`src/rtl/des_pkg.sv`:
```
// des_pkg: shared DES widths and round-engine FSM encoding
package des_pkg;
    localparam int DES_BLOCK_W    = 64;
    localparam int DES_HALF_W     = 32;
    localparam int DES_KEY_W      = 48;
    localparam int DES_MAX_ROUNDS = 16;
    typedef enum logic [1:0] {IDLE, RUN, DONE} state_t;
endpackage

```
`src/rtl/feistel_function.sv`:
```
// Feistel_Function: combinational DES f(R,K) = P(S(E(R) ^ K))
module Feistel_Function
    import des_pkg::*;
(
    input  logic [DES_HALF_W-1:0] R_in,
    input  logic [DES_KEY_W-1:0]  subkey,
    output logic [DES_HALF_W-1:0] f_out
);
    // Each S-box is 64 nibbles, entry {b1,b6,b2..b5} stored MSB-first
    localparam logic [255:0] SBOX [8] = '{
        256'hE4D12FB83A6C59070F74E2D1A6CB953841E8D62BFC973A50FC8249175B3EA06D,
        256'hF18E6B34972DC05A3D47F28EC01A69B50E7BA4D158C6932FD8A13F42B67C05E9,
        256'hA09E63F51DC7B428D709346A285ECBF1D6498F30B12C5AE71AD069874FE3B52C,
        256'h7DE3069A1285BC4FD8B56F03472C1AE9A690CB7DF13E52843F06A1D8945BC72E,
        256'h2C417AB6853FD0E9EB2C47D150FA3986421BAD78F9C5630EB8C71E2D6F09A453,
        256'hC1AF92680D34E75BAF427C9561DE0B389EF528C3704A1DB6432C95FABE17608D,
        256'h4B2EF08D3C975A61D0B7491AE35C2F8614BDC37EAF6805926BD814A7950FE23C,
        256'hD2846FB1A93E50C71FD8A374C56B0E927B419CE206ADF35821E74A8DFC90356B
    };
    localparam int PERM [32] = '{15, 6, 19, 20, 28, 11, 27, 16, 0, 14, 22, 25, 4, 17, 30, 9,
                                 1, 7, 23, 13, 31, 26, 2, 8, 18, 12, 29, 5, 21, 10, 3, 24};
    logic [DES_KEY_W-1:0]  x;
    logic [DES_HALF_W-1:0] s;
    logic [5:0]            six;
    always_comb begin
        x     = '0;
        s     = '0;
        six   = '0;
        f_out = '0;
        for (int g = 0; g < 8; g++)
            for (int j = 0; j < 6; j++)
                x[47-6*g-j] = R_in[31-((4*g+j+31)%32)];
        x = x ^ subkey;
        for (int g = 0; g < 8; g++) begin
            six = x[47-6*g -: 6];
            s[31-4*g -: 4] = SBOX[g][255-4*int'({six[5], six[0], six[4:1]}) -: 4];
        end
        for (int i = 0; i < 32; i++)
            f_out[31-i] = s[31-PERM[i]];
    end
endmodule

```
`src/rtl/des_round_engine.sv`:
```
// des_round_engine: iterative DES Feistel rounds on a pre-IP block, subkeys fetched by index
module des_round_engine
    import des_pkg::*;
#(
    parameter int ROUNDS = 16,
    parameter int PIPE_F = 0,
    parameter int IDX_W  = 4
) (
    input  logic                   clk,
    input  logic                   rst_n,
    input  logic                   in_valid,
    output logic                   in_ready,
    input  logic [DES_BLOCK_W-1:0] in_data,
    input  logic                   in_decrypt,
    output logic [IDX_W-1:0]       key_idx,
    input  logic [DES_KEY_W-1:0]   subkey,
    output logic                   out_valid,
    input  logic                   out_ready,
    output logic [DES_BLOCK_W-1:0] out_data
);
    state_t                state, state_d;
    logic [DES_HALF_W-1:0] l, r, f_out, f_use;
    logic [IDX_W:0]        rnd;
    logic                  dec, phase, step, last;

    Feistel_Function u_f (.R_in(r), .subkey(subkey), .f_out(f_out));

    assign step = state == RUN && (PIPE_F == 0 || phase);
    assign last = rnd == (IDX_W+1)'(ROUNDS - 1);

    always_comb begin
        state_d   = (state == IDLE && in_valid)  ? RUN  :
                    (step && last)               ? DONE :
                    (state == DONE && out_ready) ? IDLE : state;
        in_ready  = state == IDLE;
        out_valid = state == DONE;
        key_idx   = state == IDLE ? '0 :
                    dec ? IDX_W'(ROUNDS - 1) - rnd[IDX_W-1:0] : rnd[IDX_W-1:0];
    end

    always_ff @(posedge clk or negedge rst_n)
        if (!rst_n) state <= IDLE;
        else        state <= state_d;

    always_ff @(posedge clk or negedge rst_n)
        if (!rst_n) begin
            l        <= '0;
            r        <= '0;
            dec      <= 1'b0;
            rnd      <= '0;
            phase    <= 1'b0;
            out_data <= '0;
        end else if (state == IDLE && in_valid) begin
            l     <= in_data[63:32];
            r     <= in_data[31:0];
            dec   <= in_decrypt;
            rnd   <= '0;
            phase <= 1'b0;
        end else if (state == RUN) begin
            if (PIPE_F != 0) phase <= ~phase;
            if (step) begin
                l   <= r;
                r   <= l ^ f_use;
                rnd <= rnd + (IDX_W+1)'(1);
                if (last) out_data <= {l ^ f_use, r};
            end
        end

    // Pipelined variant: phase 0 captures f(), phase 1 consumes it with the same key_idx
    if (PIPE_F != 0) begin : g_pipe
        logic [DES_HALF_W-1:0] f_q;
        always_ff @(posedge clk or negedge rst_n)
            if (!rst_n)                      f_q <= '0;
            else if (state == RUN && !phase) f_q <= f_out;
        assign f_use = f_q;
    end else begin : g_comb
        assign f_use = f_out;
    end
endmodule
```
`config.mk`:
```
export PLATFORM = sky130hd
export DESIGN_NAME = des_round_engine
export DESIGN_NICKNAME = d
export VERILOG_FILES = /design/src/rtl/des_pkg.sv /design/src/rtl/feistel_function.sv /design/src/rtl/des_round_engine.sv
export SDC_FILE = /design/constraint.sdc
export NUM_CORES = 1
export LEC_CHECK = 0
export ABC_CLOCK_PERIOD_IN_PS = 5200
export CORE_UTILIZATION = 59
export DETAILED_ROUTE_END_ITERATION = 6
export PLACE_DENSITY = 0.88
export SLEW_MARGIN = 5
export SYNTH_ARGS = -nofsm -noshare
export SYNTH_HDL_FRONTEND = slang
export SYNTH_SLANG_ARGS = --single-unit
```
`constraint.sdc`:
```
create_clock -name clk -period 5.2 [get_ports clk]
set_clock_uncertainty 0.05 [all_clocks]
set_input_delay 1.3 -clock clk [delete_from_list [all_inputs] [get_ports clk]]
set_output_delay 1.3 -clock clk [all_outputs]
set_load 0.02 [all_outputs]
```
==> impl.org, run 1 <==
** Global route
- Global routing finished with a remaining overflow of 0.
- Vias in the first global route :: between 9000 and 10000
- The first global-routing pass estimated 50.7 mm of wire.
- Entering global routing, the biggest net connects 111 pins.
- Overall Global Routing Usage :: 0.335
- The initial antenna violation count came to 1.

** Worst setup path
- Delay of the slowest cell on the worst path :: 0.48 ns
- Timing startpoint of the critical path :: subkey[38]
- The number of buffers and inverters on the critical path is 2.
- In this run the critical register-to-register path is launched from r[4]$_DFFE_PN0P_.
- The signal on the critical path passes through clkdlybuf4s50_1 > xor2_1 > inv_1 > ha_1 > mux2i_1 > o22ai_1 > a2111oi_0 > a21oi_1 > xnor2_1 > o21ai_0.
- Kind of end point of the critical path :: flop
- The critical path is of the in -> reg type.
- Crit path arrival time :: between 4 and 5 ns
- Data required time of the critical path :: 5.42 ns
- Critical path's slowest cell :: sky130_fd_sc_hd__clkdlybuf4s50_1
- The cell family contributing the most delay on the critical path is compound AO/OA/AOI/OAI gates.
- Crit Path Max Fanout :: 10
- STA classifies the critical path startpoint as an input port.

** Clocking
- For this design, the CTS-stage hold fixing added 0 buffers.
- In this run, CTS created clock tree buffers numbering 17.
- Number of clock sinks :: 136
- The later pin in the worst-skew pair is clocked with a latency of about 0.43 ns.
- Cell at the root of the clock tree :: sky130_fd_sc_hd__clkbuf_16
- CTS built an H-tree with a depth of 4.
- TritonCTS built the clock tree.
- Number of buffers added for setup after CTS :: 0
- Number of resized instances in the post-cts repair step :: 0
- In this run the deepest clock path goes through 2 buffers.
- Clock slew at the register clock pins of the worst setup and hold paths :: around 0.060 ns

** Die
- The floorplan has around 50 rows.
- Core Box Area :: ~18000 um2
- 187 I/O pins were placed.
- For this configuration, the core starts out at a cell density of 0.604.
- Die width :: 138 um
- The die covers about 19000 um2.
- Die boundary height :: between 100 and 150 um

** Synth
- The number of nets in the synthesized netlist is 1372.
- In this run, synthesis produced a sequential element count of 136.
- Most instantiated flip-flop cell in the synthesis netlist :: sky130_fd_sc_hd__dfrtp_1
- Netlist area before placement :: about 11000 um2
- For this run, asynchronously set or reset flops after synthesis account for 1.00.
- Top cell type by total area after synthesis :: sky130_fd_sc_hd__dfrtp_1
- Syn. warnings :: 0
- Count of unique library cells instantiated by Yosys :: 66
- Top cell types by occurrence after synthesis :: sky130_fd_sc_hd__nand2_1, sky130_fd_sc_hd__dfrtp_1, sky130_fd_sc_hd__o21ai_0
- Of the synthesized area, sequential elements account for 0.311.
- Post-synthesis average cell area :: about 9 um2
- Most common cell in the synthesized netlist :: sky130_fd_sc_hd__nand2_1
- Gate count after technology mapping :: ~1200
- Top-area cell type share of the netlist area :: 0.311
- The synthesized design contains 0 enable-type register cells.
- Sorting the synthesized cells by area gives the leading types as sky130_fd_sc_hd__dfrtp_1, sky130_fd_sc_hd__ha_1, sky130_fd_sc_hd__nand2_1, sky130_fd_sc_hd__xnor2_1, sky130_fd_sc_hd__a22oi_1.

** Routing
- Dividing the detail-routed via count by the number of cells gives ~6.3.
- The first TritonRoute pass finished after 7 iterations.
- The detailed router finished its first iteration with between 900 and 1000 violations.
- After detailed routing, the average wire length per cell comes to 19.8 um.
- In this run the remaining antenna-violating nets after routing total 0.
- DRC violation count after routing :: 28
- The routed layout has about 10000 vias.
- Detailed-route wire length :: between 30 and 40 mm

** Cells and area
- The repair_antennas step left the layout with diodes totalling 0.
- The net count of the finished layout is 1526.
- Of the cells placed in the final design, the portion with a size suffix greater than 1 is 0.115.
- Compared with the post-synthesis result, the final layout area differs by 23.6%.
- Filler-free cell count of the finished design :: between 1500 and 2000
- Once layout is done, the placed cells without fillers occupy between 10000 and 15000 um2.
- In the final layout, the multi-input gates occupy slightly above 7000 um2.
- Filler cell count in the final layout :: about 1300
- Registers take 3400 um2.
- Once layout is complete, the utilization of the core stands at 0.747.

** Placed design
- Estimated wirelength of the detail-placed design :: between 20 and 25 mm
- During placement, the flow inserted port buffers numbering around 190.
- Including well taps, the total number of placed cells is 1555.
- Routability-driven placement finished with a final weighted congestion of between 0.9 and 1.
- Placed standard-cell area :: 13000 um2
- Timing analysis after detailed placement gives a worst setup slack of 0.879 ns.

** Outcome
- The flow ran to the end, but the final reports show violations.
- The checks that failed: design-rule violations.

** Power
- The completed layout was analyzed and its total power is a little under 10 mW.
- In this run the static leakage power is ~5.9 nW.
- The worst-case IR drop observed on VDD is between 0.0004 and 0.0005 V.
- Power spread over the standard cell area amounts to 733 nW/um2.

** STA
- Dividing the final minimum period by the clock period gives 0.757.
- Final-report hold violation count :: 0
- Hold timing on the final database bottoms out at a slack of between 0.4 and 0.5 ns.
- Setup violations remaining at the end of the flow were counted as 0.
- Worst max-slew margin expressed relative to the limit :: 0.298
- The count of final max-slew check failures is 0.
- Unrepaired setup endpoints after global routing :: no
- Maximum clock rate :: between 0.2 and 0.3 GHz
- At the pin with the least slew margin, the transition time is 1.05 ns.
- For the final routed database, the setup TNS stands at 0 ns.
- Setup WS post-layout :: about 1.3 ns
- The worst path in the final design needs a cycle of 3.94 ns, including I/O delays and setup.

** Job
- Number of violations of the max-capacitance limit :: 0

** Worst hold path
- The startpoint identified for the worst hold timing path is out_data[62]$_DFFE_PN0P_.
- The worst hold path belongs to the class reg -> reg.
==> worst reg2reg max path: stages, from the launching register on <==
cell and delay, ns:
sky130_fd_sc_hd__dfrtp_1 0.59, sky130_fd_sc_hd__xor2_2 0.44, sky130_fd_sc_hd__clkinv_1 0.40, sky130_fd_sc_hd__ha_1 0.35, sky130_fd_sc_hd__mux4_2 0.46, sky130_fd_sc_hd__nand2_1 0.08, sky130_fd_sc_hd__a21oi_1 0.07, sky130_fd_sc_hd__a311oi_2 0.28
sky130_fd_sc_hd__xnor2_1 0.20, sky130_fd_sc_hd__o21ai_1 0.10
==> worst paths after layout <==
check,end,slack [ns],depth (start not counted)
setup / recovery,r[4]$_DFFE_PN0P_,1.26,10
hold / removal,out_data[62]$_DFFE_PN0P_,0.43,2
setup reg to reg,out_data[42]$_DFFE_PN0P_,2.06,9
hold reg to reg,out_data[62]$_DFFE_PN0P_,0.43,2
max in group asynchronous,out_data[30]$_DFFE_PN0P_,3.10,2
min in group asynchronous,l[13]$_DFFE_PN0P_,0.92,1
==> placed cells by master, fill, tap and decap left out, types with 5 or more instances in the layout <==
cell and instances:
sky130_fd_sc_hd__o22ai_1 7, sky130_fd_sc_hd__clkdlybuf4s50_1 185, sky130_fd_sc_hd__inv_2 5, sky130_fd_sc_hd__mux2_2 35
sky130_fd_sc_hd__o21ai_1 22, sky130_fd_sc_hd__xor2_2 12, sky130_fd_sc_hd__clkbuf_16 17, sky130_fd_sc_hd__mux2i_1 28
sky130_fd_sc_hd__buf_4 28, sky130_fd_sc_hd__o31ai_1 5, sky130_fd_sc_hd__a211oi_1 18, sky130_fd_sc_hd__o221ai_1 6
sky130_fd_sc_hd__nand3_1 27, sky130_fd_sc_hd__inv_1 30, sky130_fd_sc_hd__a22oi_1 67, sky130_fd_sc_hd__a31oi_1 10
sky130_fd_sc_hd__xnor2_1 61, sky130_fd_sc_hd__mux4_2 22, sky130_fd_sc_hd__o2111ai_1 8, sky130_fd_sc_hd__o211ai_1 21
sky130_fd_sc_hd__nor3_1 30, sky130_fd_sc_hd__a311oi_1 7, sky130_fd_sc_hd__xnor2_2 11, sky130_fd_sc_hd__a211o_1 7
sky130_fd_sc_hd__nand2_1 160, sky130_fd_sc_hd__nor2_1 71, sky130_fd_sc_hd__o21ai_0 92, sky130_fd_sc_hd__dfrtp_1 136
sky130_fd_sc_hd__o311ai_0 6, sky130_fd_sc_hd__a21oi_1 37, sky130_fd_sc_hd__xor2_1 41, sky130_fd_sc_hd__ha_1 64
==> flip-flops by register name (all words and copies together) (netlist names) <==
signal	cells
dec	1
l	32
out_data	64
r	32
rnd	5
state	2
==> per-layer routing <==
metal	up-vias	GRT usage	wire length, um
met5	-	0	11
met4	2	0.147	1080
met3	62	0.0662	2700
met2	493	0.538	14600
met1	4841	0.443	13000
li1	4606	-	-
==> power by group <==
part           switching [mW]  internal, mW
Sequential              0.544          1.45
Combinational            3.87          2.89
Clock                   0.479         0.670
Total                    4.90          5.01
==> cell families (layout without fill, tap and decap cells) <==
family / Yosys count / count (layout) / synth area share
xor+xnor: 131 / 131 / 0.131
flops: 136 / 136 / 0.311
buf+inv: 116 / 283 / 0.0454
mux: 87 / 87 / 0.111
simple gates: 315 / 315 / 0.121
compound gates: 342 / 342 / 0.207
fa+ha+maj: 64 / 64 / 0.0733
==> layout make-up <==
cell class	instances	area share
Clock buffer	21	0.0334
Clock inverter	11	0.00741
Inverter	37	0.0103
Multi-Input combinational cell	939	0.522
Sequential cell	136	0.252
Tap cell	229	0.0212
Timing Repair Buffer	214	0.154
No activity file was read; power rests on OpenSTA's default activity.
==> inputs of run 2 (changes only) <==
- ABC_CLOCK_PERIOD_IN_PS: 5200 -> 3460
- CORE_UTILIZATION: 59 -> 49
- PLACE_DENSITY: 0.88 -> 0.78
- clock period: 5.2 -> 3.46 ns (I/O delays scaled with it)
==> run 2 against run 1 <==
Against the previous run: hold slack got worse by 0.071 ns; via count increased by 3.4%; worst setup slack got worse by 1.1 ns; largest power group unchanged; the run now ends clean; final cell count is 11% higher; first-iteration DRC count down 13%; combinational power grew 73%; sequential cell count stayed put; register-to-register slack worse by 1.5 ns; clock-buffer cell count shrank 2; sequential share of layout area shrank 1.9 points; critical path depth unchanged; routed wire length grew 8.8%.
==> impl.org, run 2 (synthesis gave the netlist of run 1 again) <==
** Die
- 187 I/O pins were placed.
- For this configuration, the core starts out at a cell density of 0.501.
- Num rows :: 54
- Die width :: around 150 um
- Die boundary height :: 151 um
- Core Box Area :: 21800 um2
- The die covers between 20000 and 25000 um2.

** Power
- Net switching power figure :: 7.78 mW
- Static leakage :: around 6.5 nW
- Share of power burned in registers :: 0.181
- Of the total power, the share spent switching nets is 0.471.
- In this run the power density over the cells is 1130 nW/um2.
- The internal power of the cells totals between 8 and 9 mW.
- Of the total power, the clock network draws 0.112.
- The share of total power dissipated in combinational logic is 0.707.
- VDD sags by at most 0.000609 V.

** Clocking
- Clock latency reported for the late side of the worst-skew pair :: 0.44 ns
- The clock drives ~140 sinks.
- After clock tree synthesis, the clock-pin slew on the worst setup and hold paths is ~0.070 ns.
- After clock tree synthesis, the repair step resized 0 gates.
- The cell sitting at the root of the clock tree is a sky130_fd_sc_hd__clkbuf_16.
- Cts bufs inserted :: 17
- In this run the deepest clock path goes through 2 buffers.
- The number of hold buffers added after CTS was 0.
- Number of buffers added for setup after CTS :: 0
- TritonCTS clock tree :: yes
- The H-tree generated during clock tree synthesis spans 4 levels.

** Cells and area
- Registers with the most flip-flops :: out_data x64, l x32, r x32
- Final design area excluding fillers :: roughly 15000 um2
- Most frequent cells in the layout :: sky130_fd_sc_hd__clkdlybuf4s50_1, sky130_fd_sc_hd__nand2_1, sky130_fd_sc_hd__buf_4
- Fraction of final layout cells with drive strength greater than 1 :: 0.189
- The register with the most flip-flops in the layout has 64 of them.
- Final #Nets :: about 1600
- Area delta synth->final :: 33.4%
- Largest Register :: out_data
- Leaving out fill and tap cells, the most frequent cell in the layout is sky130_fd_sc_hd__clkdlybuf4s50_1.
- Once layout is complete, the utilization of the core stands at 0.668.

** Worst hold path
- The worst hold path belongs to the class in -> async.

** Worst setup path
- Number of buffer and inverter stages on the critical path :: 3
- At the worst endpoint, the required time is around 3.7 ns.
- The worst setup path is captured at a flop.
- The largest single stage delay on the critical path is approximately 0.53 ns.
- Element type at the critical path start :: input port
- Crit Path Max Fanout :: 7
- Crit path arrival time :: between 3 and 4 ns
- The worst setup path is of the in -> reg kind.
- R2R Path Start :: r[28]$_DFFE_PN0P_
- The critical path goes through clkdlybuf4s50_1 > xor2_2 > inv_2 > ha_1 > a211oi_1 > nor3_1 > nor4_1 > buf_4 > xor2_1 > o21ai_0.
- Timing startpoint of the critical path :: subkey[43]
- The slowest stage of the critical path is the sky130_fd_sc_hd__nor4_1 cell.
- Cell family with the largest share of critical-path delay :: buffers and inverters

** STA
- Worst max-slew margin expressed relative to the limit :: 0.410
- Dividing the final minimum period by the clock period gives 0.946.
- Setup WS post-layout :: about 0.19 ns
- Slew at the pin closest to its max-slew limit :: slightly below 0.9 ns
- Final Max Tran Viols :: 0
- The number of hold violations in the final report is 0.
- Derived from the worst setup path, the maximum achievable clock frequency is 0.306 GHz.
- Final setup fails :: 0
- The clock period could shrink to about 3.3 ns.
- Unrepaired setup endpoints after global routing :: no

** Global route
- Global Route met1 Usage :: 0.408
- Entering global routing, the biggest net connects 70 pins.
- Initial antenna violation count :: 2
- The via count of the first global-routing pass was between 10000 and 15000.
- For met3 alone, demand over resource in global routing was 0.0569.
- Across every metal layer, demand over resource in global routing totals 0.309.
- Grt ovf :: 0
- For this run, global-route usage on met2 was measured as 0.505.
- First-pass GRT wire length :: 54.0 mm
- In this run the most used layer during global routing was met2.

** Routing
- The count of nets left with antenna violations once routing finished came out at 0.
- Detailed-route wire length :: roughly 34 mm
- DRC violation count after routing :: 0
- Average detailed-routed wire length per instance :: a little under 20 um
- In this run, the number of DRC markers left after iteration 0 of detailed routing was just over 800.
- The first TritonRoute pass finished after 5 iterations.
- Routed via count :: about 10000
- Average via count per standard cell :: 5.87

** Placed design
- Estimated wirelength of the detail-placed design :: between 20 and 30 mm
- Count of input and output buffers :: around 190
- Final weighted congestion in routability-driven placement :: 0.985
- At the placement stage, the worst setup path has a slack of -0.181 ns.
- After detailed placement, the total cell area comes to 14000 um2.

** Outcome
- The flow ran to the end, and the final reports show no timing, DRC or antenna violations.

** Job
- Across the run, the number of max-cap violations was 0.
==> run 2: cell types whose count changed in the layout (fill, tap and decap cells not counted), sizes merged <==
cell      previous run  this run
clkbuf              21        19
buf                 29       151
inv                 36        37
clkinv               9         6
diode                0         1
clkinvlp             2         5
bufinv               1         2
==> run 2: metal layers <==
layer  vias up  share of wire  wire [um]
li1       4845              -          -
met1      4991           0.43      14600
met2       458           0.47      16200
met3        47          0.075       2570
met4         0          0.025        862
met5         -              0          0
==> run 2: layout make-up <==
class                      count  area, um2
fill                        1743       7250
multi-input combinational    939       7050
sequential                   136       3400
timing repair buffer         336       3050
clock buffer                  19        433
tap                          280        350
clock inverter                13        146
inverter                      37        139
antenna                        1       2.50
==> run 2: stage by stage <==
stage | TNS [ns] | instances | total power [mW] | hold WS, ns
2_1_floorplan | 0 | 1191 | 10.2 | 0.416
3_3_place_gp | -0.432 | 1728 | 14.4 | 0.411
3_5_place_dp | -0.519 | 1728 | 14.5 | 0.420
4_1_cts | 0 | 1760 | 16.4 | 0.386
5_1_grt | 0 | 1761 | 17.7 | 0.392
6_report | 0 | 1761 | 16.5 | 0.361
==> run 2: worst paths after layout <==
path,slack [ns],endpoint,cells past startpoint
setup / recovery,0.19,r[9]$_DFFE_PN0P_,10
hold / removal,0.36,out_data[9]$_DFFE_PN0P_,1
setup reg to reg,0.54,r[9]$_DFFE_PN0P_,9
hold reg to reg,0.43,out_data[62]$_DFFE_PN0P_,2
max in group asynchronous,2.27,out_data[63]$_DFFE_PN0P_,2
min in group clk,0.43,out_data[62]$_DFFE_PN0P_,2
==> run 2: worst register-to-register path: cells and delay by family, from the launching register on <==
family / cells / cell delay (ns)
DFF: 1 / 0.55
xor gates and xnor gates: 2 / 0.54
adders and majority gates: 1 / 0.23
and+or+nand+nor: 2 / 0.62
AOI/OAI and AO/OA: 2 / 0.47
buffers and inverters: 2 / 0.34
==> run 2: power by group through the flow <==
stage          Combinational (mW)  Clock (mW)  Sequential [mW]
3_3_place_gp                 11.4           0             2.99
2_1_floorplan                7.38           0             2.83
3_5_place_dp                 11.5           0             3.01
6_report                     11.7        1.85             2.99
5_1_grt                      12.7        1.93             3.06
4_1_cts                      11.6        1.86             2.98
